[src/rtl/hrm_boot_pkg.sv]
// hrm_boot_pkg
//   Shared definitions for the HRM IRAM boot loader: FSM state encoding,
//   default frame header byte, maximum frame length and the small helpers
//   used by the checksum and word-count logic.
package hrm_boot_pkg;

  typedef enum logic [2:0] {
    ST_IDLE  = 3'd0,
    ST_COUNT = 3'd1,
    ST_HI    = 3'd2,
    ST_LO    = 3'd3,
    ST_CSUM  = 3'd4,
    ST_RUN   = 3'd5,
    ST_ERR   = 3'd6
  } boot_state_t;

  localparam logic [7:0]  HDR_DEFAULT = 8'hA5;
  localparam int unsigned MAX_WORDS   = 128;

  // Running frame checksum: plain XOR over every data byte.
  function automatic logic [7:0] csum_step(input logic [7:0] acc, input logic [7:0] data);
    return acc ^ data;
  endfunction

  // A count byte of zero encodes a full 128-word image.
  function automatic logic [7:0] decode_count(input logic [7:0] n);
    return (n == 8'd0) ? 8'(MAX_WORDS) : n;
  endfunction

endpackage

[src/rtl/boot_timer.sv]
// boot_timer
//   Idle-cycle watchdog for an in-progress boot frame.
//   Ports:
//     CLK     - system clock
//     RESET   - asynchronous active-high reset
//     CLEAR   - restart the count (a byte was accepted this cycle)
//     ENABLE  - count only while high; held at zero otherwise
//     EXPIRED - high in the cycle whose rising edge brings the count to TIMEOUT
module boot_timer #(
  parameter int unsigned TIMEOUT = 1000000
) (
  input  logic CLK,
  input  logic RESET,
  input  logic CLEAR,
  input  logic ENABLE,
  output logic EXPIRED
);

  localparam int unsigned      CNT_W = $clog2(TIMEOUT + 1);
  localparam logic [CNT_W-1:0] LIMIT = CNT_W'(TIMEOUT);
  localparam logic [CNT_W-1:0] LAST  = CNT_W'(TIMEOUT - 1);

  logic [CNT_W-1:0] cnt_r;

  // Flag is combinational so the FSM leaves on the same edge the count hits TIMEOUT.
  assign EXPIRED = ENABLE && !CLEAR && (cnt_r == LAST);

  // Idle counter: cleared on accepted bytes or when disabled, saturates at TIMEOUT.
  always_ff @(posedge CLK or posedge RESET) begin
    if (RESET) begin
      cnt_r <= {CNT_W{1'b0}};
    end else if (CLEAR || !ENABLE) begin
      cnt_r <= {CNT_W{1'b0}};
    end else if (cnt_r != LIMIT) begin
      cnt_r <= cnt_r + CNT_W'(1);
    end else begin
      cnt_r <= cnt_r;
    end
  end

endmodule

[src/rtl/iram_boot_ctrl.sv]
// iram_boot_ctrl
//   Loads the HRM CPU's 128x16 instruction RAM from a framed byte stream
//   (HDR, N, 2N data bytes high-first, XOR checksum) and holds the CPU in
//   reset until a frame completes with a good checksum.
//   Ports:
//     CLK, RESET             - clock, asynchronous active-high reset
//     RX_DATA/VALID/READY    - host byte link (byte taken on VALID && READY)
//     BOOT_REQ               - reload request, honoured in RUN or ERR only
//     IRAM_WE/WADDR/WDATA    - registered IRAM write port, one pulse per word
//     CPU_RESET              - CPU held in reset while high
//     LOAD_DONE / LOAD_ERR   - frame loaded OK / frame rejected
//     WORDS                  - words written in the current or last frame
module iram_boot_ctrl
  import hrm_boot_pkg::*;
#(
  parameter int unsigned TIMEOUT = 1000000,
  parameter logic [7:0]  HDR     = HDR_DEFAULT
) (
  input  logic        CLK,
  input  logic        RESET,
  input  logic [7:0]  RX_DATA,
  input  logic        RX_VALID,
  output logic        RX_READY,
  input  logic        BOOT_REQ,
  output logic        IRAM_WE,
  output logic [6:0]  IRAM_WADDR,
  output logic [15:0] IRAM_WDATA,
  output logic        CPU_RESET,
  output logic        LOAD_DONE,
  output logic        LOAD_ERR,
  output logic [7:0]  WORDS
);

  boot_state_t state_r;
  boot_state_t state_s;

  logic        frame_s;
  logic        rx_ready_s;
  logic        accept_s;
  logic        timeout_s;

  logic [7:0]  n_r;
  logic [7:0]  hi_r;
  logic [7:0]  acc_r;
  logic [7:0]  words_r;
  logic [6:0]  addr_r;
  logic [6:0]  waddr_r;
  logic [15:0] wdata_r;
  logic        we_r;
  logic        cpu_reset_r;
  logic        load_done_r;
  logic        load_err_r;

  // Ready depends on state only, so BOOT_REQ in RUN/ERR can never race a byte.
  assign frame_s    = (state_r == ST_COUNT) || (state_r == ST_HI) ||
                      (state_r == ST_LO)    || (state_r == ST_CSUM);
  assign rx_ready_s = frame_s || (state_r == ST_IDLE);
  assign accept_s   = RX_VALID && rx_ready_s;

  boot_timer #(
    .TIMEOUT (TIMEOUT)
  ) u_timer (
    .CLK     (CLK),
    .RESET   (RESET),
    .CLEAR   (accept_s),
    .ENABLE  (frame_s),
    .EXPIRED (timeout_s)
  );

  // FSM state register.
  always_ff @(posedge CLK or posedge RESET) begin
    if (RESET) begin
      state_r <= ST_IDLE;
    end else begin
      state_r <= state_s;
    end
  end

  // FSM next-state decode; a frame-state timeout overrides byte handling.
  always_comb begin
    state_s = state_r;
    case (state_r)
      ST_IDLE: begin
        if (accept_s && (RX_DATA == HDR)) state_s = ST_COUNT;
        else                              state_s = ST_IDLE;
      end
      ST_COUNT: begin
        if (timeout_s)     state_s = ST_ERR;
        else if (accept_s) state_s = ST_HI;
        else               state_s = ST_COUNT;
      end
      ST_HI: begin
        if (timeout_s)     state_s = ST_ERR;
        else if (accept_s) state_s = ST_LO;
        else               state_s = ST_HI;
      end
      ST_LO: begin
        if (timeout_s) begin
          state_s = ST_ERR;
        end else if (accept_s) begin
          // words_r counts words already written, so +1 is the word being finished.
          if ((words_r + 8'd1) == n_r) state_s = ST_CSUM;
          else                         state_s = ST_HI;
        end else begin
          state_s = ST_LO;
        end
      end
      ST_CSUM: begin
        if (timeout_s) begin
          state_s = ST_ERR;
        end else if (accept_s) begin
          if (RX_DATA == acc_r) state_s = ST_RUN;
          else                  state_s = ST_ERR;
        end else begin
          state_s = ST_CSUM;
        end
      end
      ST_RUN: begin
        if (BOOT_REQ) state_s = ST_IDLE;
        else          state_s = ST_RUN;
      end
      ST_ERR: begin
        if (BOOT_REQ) state_s = ST_IDLE;
        else          state_s = ST_ERR;
      end
      default: begin
        state_s = ST_IDLE;
      end
    endcase
  end

  // Frame datapath, IRAM write port and status outputs (status follows next state).
  always_ff @(posedge CLK or posedge RESET) begin
    if (RESET) begin
      n_r         <= 8'd0;
      hi_r        <= 8'd0;
      acc_r       <= 8'd0;
      words_r     <= 8'd0;
      addr_r      <= 7'd0;
      waddr_r     <= 7'd0;
      wdata_r     <= 16'd0;
      we_r        <= 1'b0;
      cpu_reset_r <= 1'b1;
      load_done_r <= 1'b0;
      load_err_r  <= 1'b0;
    end else begin
      we_r        <= 1'b0;
      cpu_reset_r <= (state_s != ST_RUN);
      load_done_r <= (state_s == ST_RUN);
      load_err_r  <= (state_s == ST_ERR);
      if (accept_s) begin
        case (state_r)
          ST_COUNT: begin
            n_r     <= decode_count(RX_DATA);
            acc_r   <= 8'd0;
            addr_r  <= 7'd0;
            words_r <= 8'd0;
          end
          ST_HI: begin
            hi_r  <= RX_DATA;
            acc_r <= csum_step(acc_r, RX_DATA);
          end
          ST_LO: begin
            acc_r   <= csum_step(acc_r, RX_DATA);
            wdata_r <= {hi_r, RX_DATA};
            waddr_r <= addr_r;
            we_r    <= 1'b1;
            addr_r  <= addr_r + 7'd1;
            words_r <= words_r + 8'd1;
          end
          default: begin
            n_r <= n_r;
          end
        endcase
      end
    end
  end

  assign RX_READY   = rx_ready_s;
  assign IRAM_WE    = we_r;
  assign IRAM_WADDR = waddr_r;
  assign IRAM_WDATA = wdata_r;
  assign CPU_RESET  = cpu_reset_r;
  assign LOAD_DONE  = load_done_r;
  assign LOAD_ERR   = load_err_r;
  assign WORDS      = words_r;

endmodule

[config.mk]
export PLATFORM = sky130hd
export DESIGN_NAME = iram_boot_ctrl
export DESIGN_NICKNAME = d
export VERILOG_FILES = /design/src/rtl/hrm_boot_pkg.sv /design/src/rtl/boot_timer.sv /design/src/rtl/iram_boot_ctrl.sv
export SDC_FILE = /design/constraint.sdc
export NUM_CORES = 1
export LEC_CHECK = 0
export CORE_MARGIN = 1.5
export CORE_UTILIZATION = 50
export CTS_BUF_LIST = sky130_fd_sc_hd__clkbuf_4
export CTS_CLUSTER_SIZE = 24
export DETAILED_ROUTE_END_ITERATION = 7
export HOLD_SLACK_MARGIN = 0.1
export PLACE_DENSITY = 0.72
export SETUP_SLACK_MARGIN = 0.3
export SYNTH_ARGS = -nofsm -noshare
export SYNTH_HDL_FRONTEND = slang
export SYNTH_HIERARCHICAL = 1
export SYNTH_SLANG_ARGS = --single-unit
export TNS_END_PERCENT = 20
[constraint.sdc]
create_clock -name CLK -period 3.3 [get_ports CLK]
set_input_delay 0.66 -clock CLK [delete_from_list [all_inputs] [get_ports CLK]]
set_output_delay 0.66 -clock CLK [all_outputs]
set_load 0.05 [all_outputs]
==> results of run 1 <==
cell usage in the layout, fill, tap and decap left out, drive strengths merged, types with 8 or more instances in the layout:
cell type      Yosys  routed
nand3             22      22
or3                8       8
inv               12      14
dfrtp             88      88
xnor2             16      16
nor2              24      24
xor2              10      10
nand2             34      34
clkdlybuf4s50      0      47
o21ai             23      23
a22o              12      12
clkbuf             7       9
buf               10      11
nand4             11      11
nand2b            17      17
nor3               9       9
mux2              36      36
a21oi              9       9
power by group:
group	internal [mW]	switching, mW
Clock	0.158	0.391
Combinational	0.867	1.21
Sequential	1.46	0.321
Total	2.48	1.92
flip-flops by register name (all words and copies together) (netlist names):
name / cells
CPU_RESET: 1
IRAM_WADDR: 7
IRAM_WDATA: 16
IRAM_WE: 1
LOAD_DONE: 1
LOAD_ERR: 1
WORDS: 8
acc_r: 8
addr_r: 7
hi_r: 8
n_r: 8
state_r: 3
u_timer/cnt_r: 20
through the flow:
step	hold WS, ps	area [sq um]	instances	power [mW]	setup WS, ps
floorplan	476.7	4395	413	3.247	329.5
global placement	472.9	5009	562	3.820	604.3
global route	512.8	5129	578	4.687	362.3
CTS	483.6	5129	578	4.438	494.7
finish	498.3	5129	578	4.406	530.3
detailed placement	473.6	5009	562	3.878	562.4
layer usage:
| metal | global-route usage, % | vias up |
|---|---|---|
| met2 | 31.47 | 80 |
| li1 | - | 1581 |
| met5 | 0 | - |
| met1 | 30.79 | 1671 |
| met4 | 7.692 | 0 |
| met3 | 3.540 | 4 |
layout make-up:
type                            count  area share [%]
Clock inverter                      7           1.025
Multi-Input combinational cell    295           39.67
Clock buffer                        9           1.317
Tap cell                          108           2.635
Inverter                           12          0.8783
Timing Repair Buffer               58           11.03
Sequential cell                    89           43.45
logic make-up after synthesis:
| group | count (synthesis) |
|---|---|
| multiplexers | 38 |
| AO/OA/AOI/OAI | 69 |
| AND/OR/NAND/NOR | 158 |
| buffers and inverters | 29 |
| flip-flops | 89 |
| XOR/XNOR | 26 |
| adder cells (fa/ha/maj) | 4 |
worst reg2reg max path: cells and delay by family (launching register included):
family,cells,cell delay [ps]
compound gates,4,830
buf+inv,1,200
flops,1,640
simple gates,5,870
path summary, 6_finish.rpt:
path / end / depth (start not counted) / slack [ps] / from
setup / recovery: RX_READY / 2 / 530 / state_r[0]$_DFF_PP0_
hold / removal: LOAD_ERR$_DFF_PP0_ / 2 / 500 / RESET
setup reg to reg: CPU_RESET$_DFF_PP1_ / 10 / 710 / state_r[2]$_DFF_PP0_
hold reg to reg: IRAM_WADDR[5]$_DFFE_PP0P_ / 2 / 500 / IRAM_WADDR[5]$_DFFE_PP0P_
max in group asynchronous: u_timer/cnt_r[10]$_DFFE_PP0P_ / 2 / 2120 / RESET
min in group CLK: IRAM_WADDR[5]$_DFFE_PP0P_ / 2 / 500 / IRAM_WADDR[5]$_DFFE_PP0P_
==> flow_summary.yaml, run 1 <==
drt:
  routedWlPerCell_um: 15.86
  highest_layer: "met4"
  wl_met2_um: 4230
  drc: 0
  finalWirelength_um: 9169
  postRouteAntennaNets: 0
  via_per_inst: 5.772
  wl_met1_um: 4478
  vias: 3336
  first_pass_iters: 4
  drt_iter0_drc: 183
  wl_met3_um: 401
clocking:
  cts_hold_buf: 0
  h-tree-depth: 3
  clk_latency_ps: 430
  clockBufferDepth: 2
  cts_num_sinks: 89
  cts_root_buf: "clkbuf_4"
  clkTransAtPathRegs_ps: 140
  cts_tree: "done"
  post_cts_buffers: 0
  numCtsBuffers: 9
  cts_resized: 0
floorplan:
  io_pins: 48
  start_util_pct: 50.90
  core_area_sq_um: 8636
  row_count: 34
  dieArea_sq_um: 9363
  die_width_um: 96.76
  die_height_um: 96.76
logic_synthesis:
  syn_inst: 413
  yosys.cell_types.count: 58
  synth_top_cell_by_area: "dfrtp_1"
  synth_compound_area_share_pct: 10.59
  synth_top_family_by_area: "simple AND/OR/NAND/NOR gates"
  yosysMostFrequentCell: "dfrtp_1"
  ys_warn_count: 6
  synth_seq_cells: 89
  synth_top_area_share_pct: 50.10
  synth-edff-count: 0
  yosys.area_share.simple_pct: 19.70
  syn-num-nets: 429
  synth_mux_area_share_pct: 9.678
  synth-seq-area-share_pct: 50.70
  synth_common_cells: "88 x dfrtp_1, 36 x mux2_2, 34 x nand2_1"
  async_reset_ff_share_pct: 100.0
  yosys.area_share.adder_pct: 1.139
  synth_area_leaders: "dfrtp_1 50%, mux2_2 9.2%, xnor2_1 3.2%"
  synth-main-ff-cell: "dfrtp_1"
  avgSynthCellArea_sq_um: 10.64
  synth_xor_area_share_pct: 5.181
  syn_area_sq_um: 4395
global_route:
  grt_pass1_wl_um: 16130
  grt.overflow.total: 0
  grt_antenna_before_repair: 0
  grt_pass1_vias: 3357
  grt_max_degree: 59
  grt.total_usage_pct: 20.99
power:
  vdd_ir_drop_max_mv: 0.6523
  p_leak_nw: 2.112
  power.density_nw_per_um2: 859.1
sta:
  slew_violations: 0
  hold_viol: 0
  fin_skew_ps: 13.60
  setup_viol: 0
  setup_tns_ps: 0
  slew_headroom_pct: 48.69
  max_freq_mhz: 361.0
  rsz0062_at_grt: "no"
  post-route-period-util_pct: 83.93
  min_period_ps: 2770
  worst_pin_slew_ps: 768.8
finish:
  area_growth_pct: 16.68
  diodes: 0
  regArea_sq_um: 2228
  drive_above_1_share_pct: 17.02
  fin_nets: 481
  fillerInstances: 723
  multiInputGateArea_sq_um: 2034
  finalCoreUtilization_pct: 59.39
setup_path:
  critPathSlowestCell: "clkdlybuf4s50_1"
  startpoint_type: "register"
  crit_required_ps: 2640
  critPathKind: "register to primary output"
  slowest_delay_ps: 860
  crit_fanout: 11
  crit_family: "buffers and inverters"
  cp.arrival_ps: 2110
  critical_path.cell_chain: "o21ai_1, clkdlybuf4s50_1"
  critical_path_buf_inv_count: 1
  cp-end-kind: "primary output"
job:
  drv_cap: 0
outcome:
  status: "completed"
placement:
  portBuffers: 47
  dpl.hpwl_um: 6373
  gp_congestion: 0.8506
worst_hold_path:
  hold_path_class: "input pin to async pin"
No activity file was read; power rests on OpenSTA's default activity.
==> inputs of run 2 (changes only) <==
==> constraint.sdc (replaced) <==
create_clock -name CLK -period 2.65 [get_ports CLK]
set_input_delay 0.53 -clock CLK [delete_from_list [all_inputs] [get_ports CLK]]
set_output_delay 0.53 -clock CLK [all_outputs]
set_load 0.05 [all_outputs]
==> flow_summary.yaml, run 2 (same netlist as run 1, synthesis figures left out) <==
floorplan:
  start_util_pct: 50.90
  core_area_sq_um: 8636
  die_width_um: 96.76
  dieArea_sq_um: 9363
  io_pins: 48
  die_height_um: 96.76
  row_count: 34
clocking:
  cts_root_buf: "clkbuf_4"
  cts_tree: "done"
  clk_latency_ps: 440
  h-tree-depth: 3
  cts_num_sinks: 89
  clockBufferDepth: 2
  numCtsBuffers: 9
  cts_hold_buf: 0
  post_cts_buffers: 0
  clkTransAtPathRegs_ps: 150
power:
  p_sw_mw: 2.407
  clkPwrFrac_pct: 14.2
  vdd_ir_drop_max_mv: 0.7637
  p_leak_nw: 2.187
  p_sw_share_pct: 42.77
  power.density_nw_per_um2: 1075
  power_mw: 5.627
  internal_power_mw: 3.220
  seqPwrFrac_pct: 39.0
  comb_power_share_pct: 46.8
setup_path:
  crit_fanout: 9
  critical_path.cell_chain: "clkdlybuf4s50_1"
  critical_path_buf_inv_count: 1
  cp-end-kind: "primary output"
  slowest_delay_ps: 870
  crit_required_ps: 2120
  crit_family: "buffers and inverters"
  critPathSlowestCell: "clkdlybuf4s50_1"
  cp.arrival_ps: 1880
  startpoint_type: "register"
  critPathKind: "register to primary output"
global_route:
  grt_use_met1_pct: 29.15
  grt_antenna_before_repair: 0
  grtUsageMet3_pct: 3.396
  grt.overflow.total: 0
  grt_pass1_wl_um: 15930
  grt_pass1_vias: 3280
  grt.busiest_layer: "met2"
  grt_max_degree: 70
  grtUsageMet2_pct: 32.44
  grt.total_usage_pct: 20.86
sta:
  worst_pin_slew_ps: 783.3
  post-route-period-util_pct: 90.87
  hold_viol: 0
  setup_viol: 0
  min_period_ps: 2408
  slew_violations: 0
  fin_skew_ps: 15.29
  rsz0062_at_grt: "yes"
  final.setup.worst_slack_ps: 241.9
  slew_headroom_pct: 47.72
  setup_tns_ps: 0
  max_freq_mhz: 415.3
  hold_ws_ps: 485.2
finish:
  fillerInstances: 699
  largest_reg_flops: 20
  area_growth_pct: 19.13
  layout_commonest_cell: "dfrtp_1"
  largest-register: "u_timer/cnt_r"
  diodes: 0
  design_area_sq_um: 5236
  drive_above_1_share_pct: 18.70
  mostFrequentLayoutCells: "88 x dfrtp_1, 44 x clkdlybuf4s50_1, 36 x mux2_2, 34 x nand2_1, 24 x nor2_1"
  fin_nets: 487
drt:
  drc: 0
  routedWlPerCell_um: 15.86
  finalWirelength_um: 9263
  via_per_inst: 5.635
  postRouteAntennaNets: 0
  drt_iter0_drc: 169
  vias: 3291
  first_pass_iters: 4
placement:
  portBuffers: 47
  dpl.hpwl_um: 6356
  place_ws_ps: 115.1
  place_area_sq_um: 5090
  gp_congestion: 0.8939
worst_hold_path:
  hold_path_class: "input pin to async pin"
job:
  drv_cap: 0
outcome:
  status: "completed"
run 2: worst paths after layout:
| check | start | endpoint | slack (ps) | depth (start not counted) |
|---|---|---|---|---|
| worst min register to register | hi_r[3]$_DFFE_PP0P_ | IRAM_WDATA[11]$_DFFE_PP0P_ | 510 | 1 |
| worst min-delay path | RESET | WORDS[4]$_DFFE_PP0P_ | 490 | 3 |
| worst max-delay path | WORDS[4]$_DFFE_PP0P_ | WORDS[4] | 240 | 1 |
| worst max register to register | state_r[0]$_DFF_PP0_ | CPU_RESET$_DFF_PP1_ | 340 | 9 |
| max in group asynchronous | RESET | u_timer/cnt_r[12]$_DFFE_PP0P_ | 1600 | 2 |
| min in group CLK | hi_r[3]$_DFFE_PP0P_ | IRAM_WDATA[11]$_DFFE_PP0P_ | 510 | 1 |
run 2: area by class of cell:
type | count | area [sq um] | area share (%)
inverter | 12 | 45.04 | 0.8602
multi-input combinational | 295 | 2061 | 39.35
clock buffer | 9 | 67.56 | 1.290
timing repair buffer | 64 | 621.8 | 11.88
sequential | 89 | 2228 | 42.56
tap | 108 | 135.1 | 2.581
clock inverter | 7 | 77.57 | 1.481
run 2: power by group through the flow:
stage	registers (mW)	clock network, mW	logic [mW]
floorplan	2.82	0	1.24
global placement	2.20	0	2.60
detailed placement	2.23	0	2.65
CTS	2.20	0.825	2.65
global route	2.27	0.873	2.83
finish	2.19	0.798	2.64
run 2: routing by layer:
layer,up-vias,part of all wire [%],routed length (um)
li1,1592,-,-
met1,1613,48,4443
met2,74,47,4308
met3,12,4.1,381
met4,0,1.4,129
met5,-,0,0
run 2: what timing repair did:
action | in CTS | in global routing
endpoints found under the hold margin | 0 | 0
resized for setup | 1 | 1
pin swaps | 0 | 0
endpoints found under the setup margin | 4 | 9
run 2: per-stage QoR:
step | util [%] | cells
CTS | 60.61 | 584
global route | 60.63 | 584
detailed placement | 58.94 | 568
finish | 60.63 | 584
floorplan | - | 413
global placement | 58.94 | 568
run 2: tightest hold or removal path, stage by stage:
cell and delay [ps]:
clkdlybuf4s50_1 430, inv_2 80, buf_12 300
==> inputs of run 3 (changes only) <==
--- a/config.mk
+++ b/config.mk
@@ -5,7 +5,7 @@
 export SDC_FILE = /design/constraint.sdc
 export NUM_CORES = 1
 export LEC_CHECK = 0
-export CORE_MARGIN = 1.5
+export CORE_MARGIN = 8
 export CORE_UTILIZATION = 50
 export CTS_BUF_LIST = sky130_fd_sc_hd__clkbuf_4
 export CTS_CLUSTER_SIZE = 24
@@ -13,6 +13,7 @@
 export HOLD_SLACK_MARGIN = 0.1
 export PLACE_DENSITY = 0.72
 export SETUP_SLACK_MARGIN = 0.3
+export SLEW_MARGIN = 20
 export SYNTH_ARGS = -nofsm -noshare
 export SYNTH_HDL_FRONTEND = slang
 export SYNTH_HIERARCHICAL = 1
==> flow_summary.yaml, run 3 (same netlist as run 1, synthesis figures left out) <==
sta:
  fin_skew_ps: 20.51
  post-route-period-util_pct: 90.27
  max_freq_mhz: 418.1
  rsz0062_at_grt: "yes"
  hold_viol: 0
  slew_violations: 0
  min_period_ps: 2392
  slew_headroom_pct: 51.05
  worst_pin_slew_ps: 733.5
  hold_ws_ps: 439.3
  setup_viol: 0
  setup_tns_ps: 0
clocking:
  cts_hold_buf: 0
  numCtsBuffers: 9
  clk_latency_ps: 440
  cts_num_sinks: 89
  cts_tree: "done"
  cts_root_buf: "clkbuf_4"
  clkTransAtPathRegs_ps: 140
  h-tree-depth: 3
  clockBufferDepth: 2
setup_path:
  critical_path.cell_chain: "clkdlybuf4s50_1"
  critPathKind: "register to primary output"
  crit_family: "buffers and inverters"
  r2r-start: "u_timer/cnt_r[15]$_DFFE_PP0P_"
  cp.arrival_ps: 1860
  rrSetupSlack_ps: 410
  critical_path_buf_inv_count: 1
  crit_required_ps: 2120
  slowest_delay_ps: 870
  cp-end-kind: "primary output"
  critPathSlowestCell: "clkdlybuf4s50_1"
  cp-startpoint: "WORDS[4]$_DFFE_PP0P_"
  crit_fanout: 9
  startpoint_type: "register"
drt:
  postRouteAntennaNets: 0
  drt_iter0_drc: 125
  vias: 3361
  routedWlPerCell_um: 16.20
  finalWirelength_um: 9527
  first_pass_iters: 4
  via_per_inst: 5.716
  drc: 0
global_route:
  grt_pass1_wl_um: 16290
  grt.overflow.total: 0
  grt.total_usage_pct: 16.99
  grt_antenna_before_repair: 0
  grt_max_degree: 34
  grt_pass1_vias: 3348
power:
  p_sw_share_pct: 42.66
  seqPwrFrac_pct: 39.2
  p_leak_nw: 2.190
  vdd_ir_drop_max_mv: 0.6283
  power_mw: 5.590
  power.density_nw_per_um2: 1064
  comb_power_share_pct: 47.3
  clkPwrFrac_pct: 13.4
  p_sw_mw: 2.385
  internal_power_mw: 3.205
floorplan:
  die_width_um: 109.8
  start_util_pct: 50.90
  io_pins: 48
  dieArea_sq_um: 12050
  core_area_sq_um: 8636
  die_height_um: 109.8
  row_count: 34
placement:
  portBuffers: 47
  dpl.hpwl_um: 6789
  place_area_sq_um: 5085
  gp_congestion: 0.8503
finish:
  area_growth_pct: 19.53
  mostFrequentLayoutCells: "88 x dfrtp_1, 44 x clkdlybuf4s50_1, 36 x mux2_2, 34 x nand2_1, 23 x nor2_1"
  layout_commonest_cell: "dfrtp_1"
  drive_above_1_share_pct: 19.38
  diodes: 0
  fillerInstances: 768
  largest-register: "u_timer/cnt_r"
  largest_reg_flops: 20
  finalCoreUtilization_pct: 60.84
  fin_nets: 491
  design_area_sq_um: 5254
job:
  drv_cap: 0
outcome:
  status: "completed"
worst_hold_path:
  hold_path_class: "input pin to async pin"
-- run 3: per-layer routing --
metal / wire [um] / share of wire [%] / global-route usage [%]
met1: 4262 / 45 / 22.21
met2: 4575 / 48 / 26.36
met3: 591 / 6.2 / 5.451
met4: 96 / 1.0 / 5.111
met5: 0 / 0 / 0
-- run 3: final cells by class --
type,count,area (sq um),area share (%)
clock buffers,9,67.56,1.286
clock inverters,7,70.07,1.334
inverters,12,45.04,0.8573
multi-input cells,295,2068,39.37
flip-flops and latches,89,2228,42.41
well taps,108,135.1,2.572
repair buffers,68,639.4,12.17
-- run 3: power by group through the flow --
stage | registers, mW | logic (mW) | clock network [mW]
final | 2.19 | 2.65 | 0.751
after global placement | 2.19 | 2.61 | 0
after global routing | 2.27 | 2.86 | 0.836
after CTS | 2.19 | 2.67 | 0.786
after detailed placement | 2.22 | 2.66 | 0
after floorplan | 2.82 | 1.24 | 0
-- run 3: path summary, 6_finish.rpt --
check | endpoint | cells after the start
setup / recovery | WORDS[4] | 1
hold / removal | WORDS[2]$_DFFE_PP0P_ | 2
setup reg to reg | CPU_RESET$_DFF_PP1_ | 9
hold reg to reg | IRAM_WADDR[5]$_DFFE_PP0P_ | 2
max in group asynchronous | IRAM_WDATA[10]$_DFFE_PP0P_ | 3
min in group CLK | IRAM_WADDR[5]$_DFFE_PP0P_ | 2
-- run 3: repair_timing --
item                                    in CTS  in global routing
pin swaps                                    0                  1
resized for setup                            1                  3
setup buffers                                0                  3
endpoints found under the setup margin       6                 12
-- run 3: per-stage QoR --
step	cells	setup WS, ps
4_1_cts	585	178.6
5_1_grt	588	173.8
3_3_place_gp	569	191.5
6_report	588	258.0
3_5_place_dp	569	118.3
2_1_floorplan	413	303.7
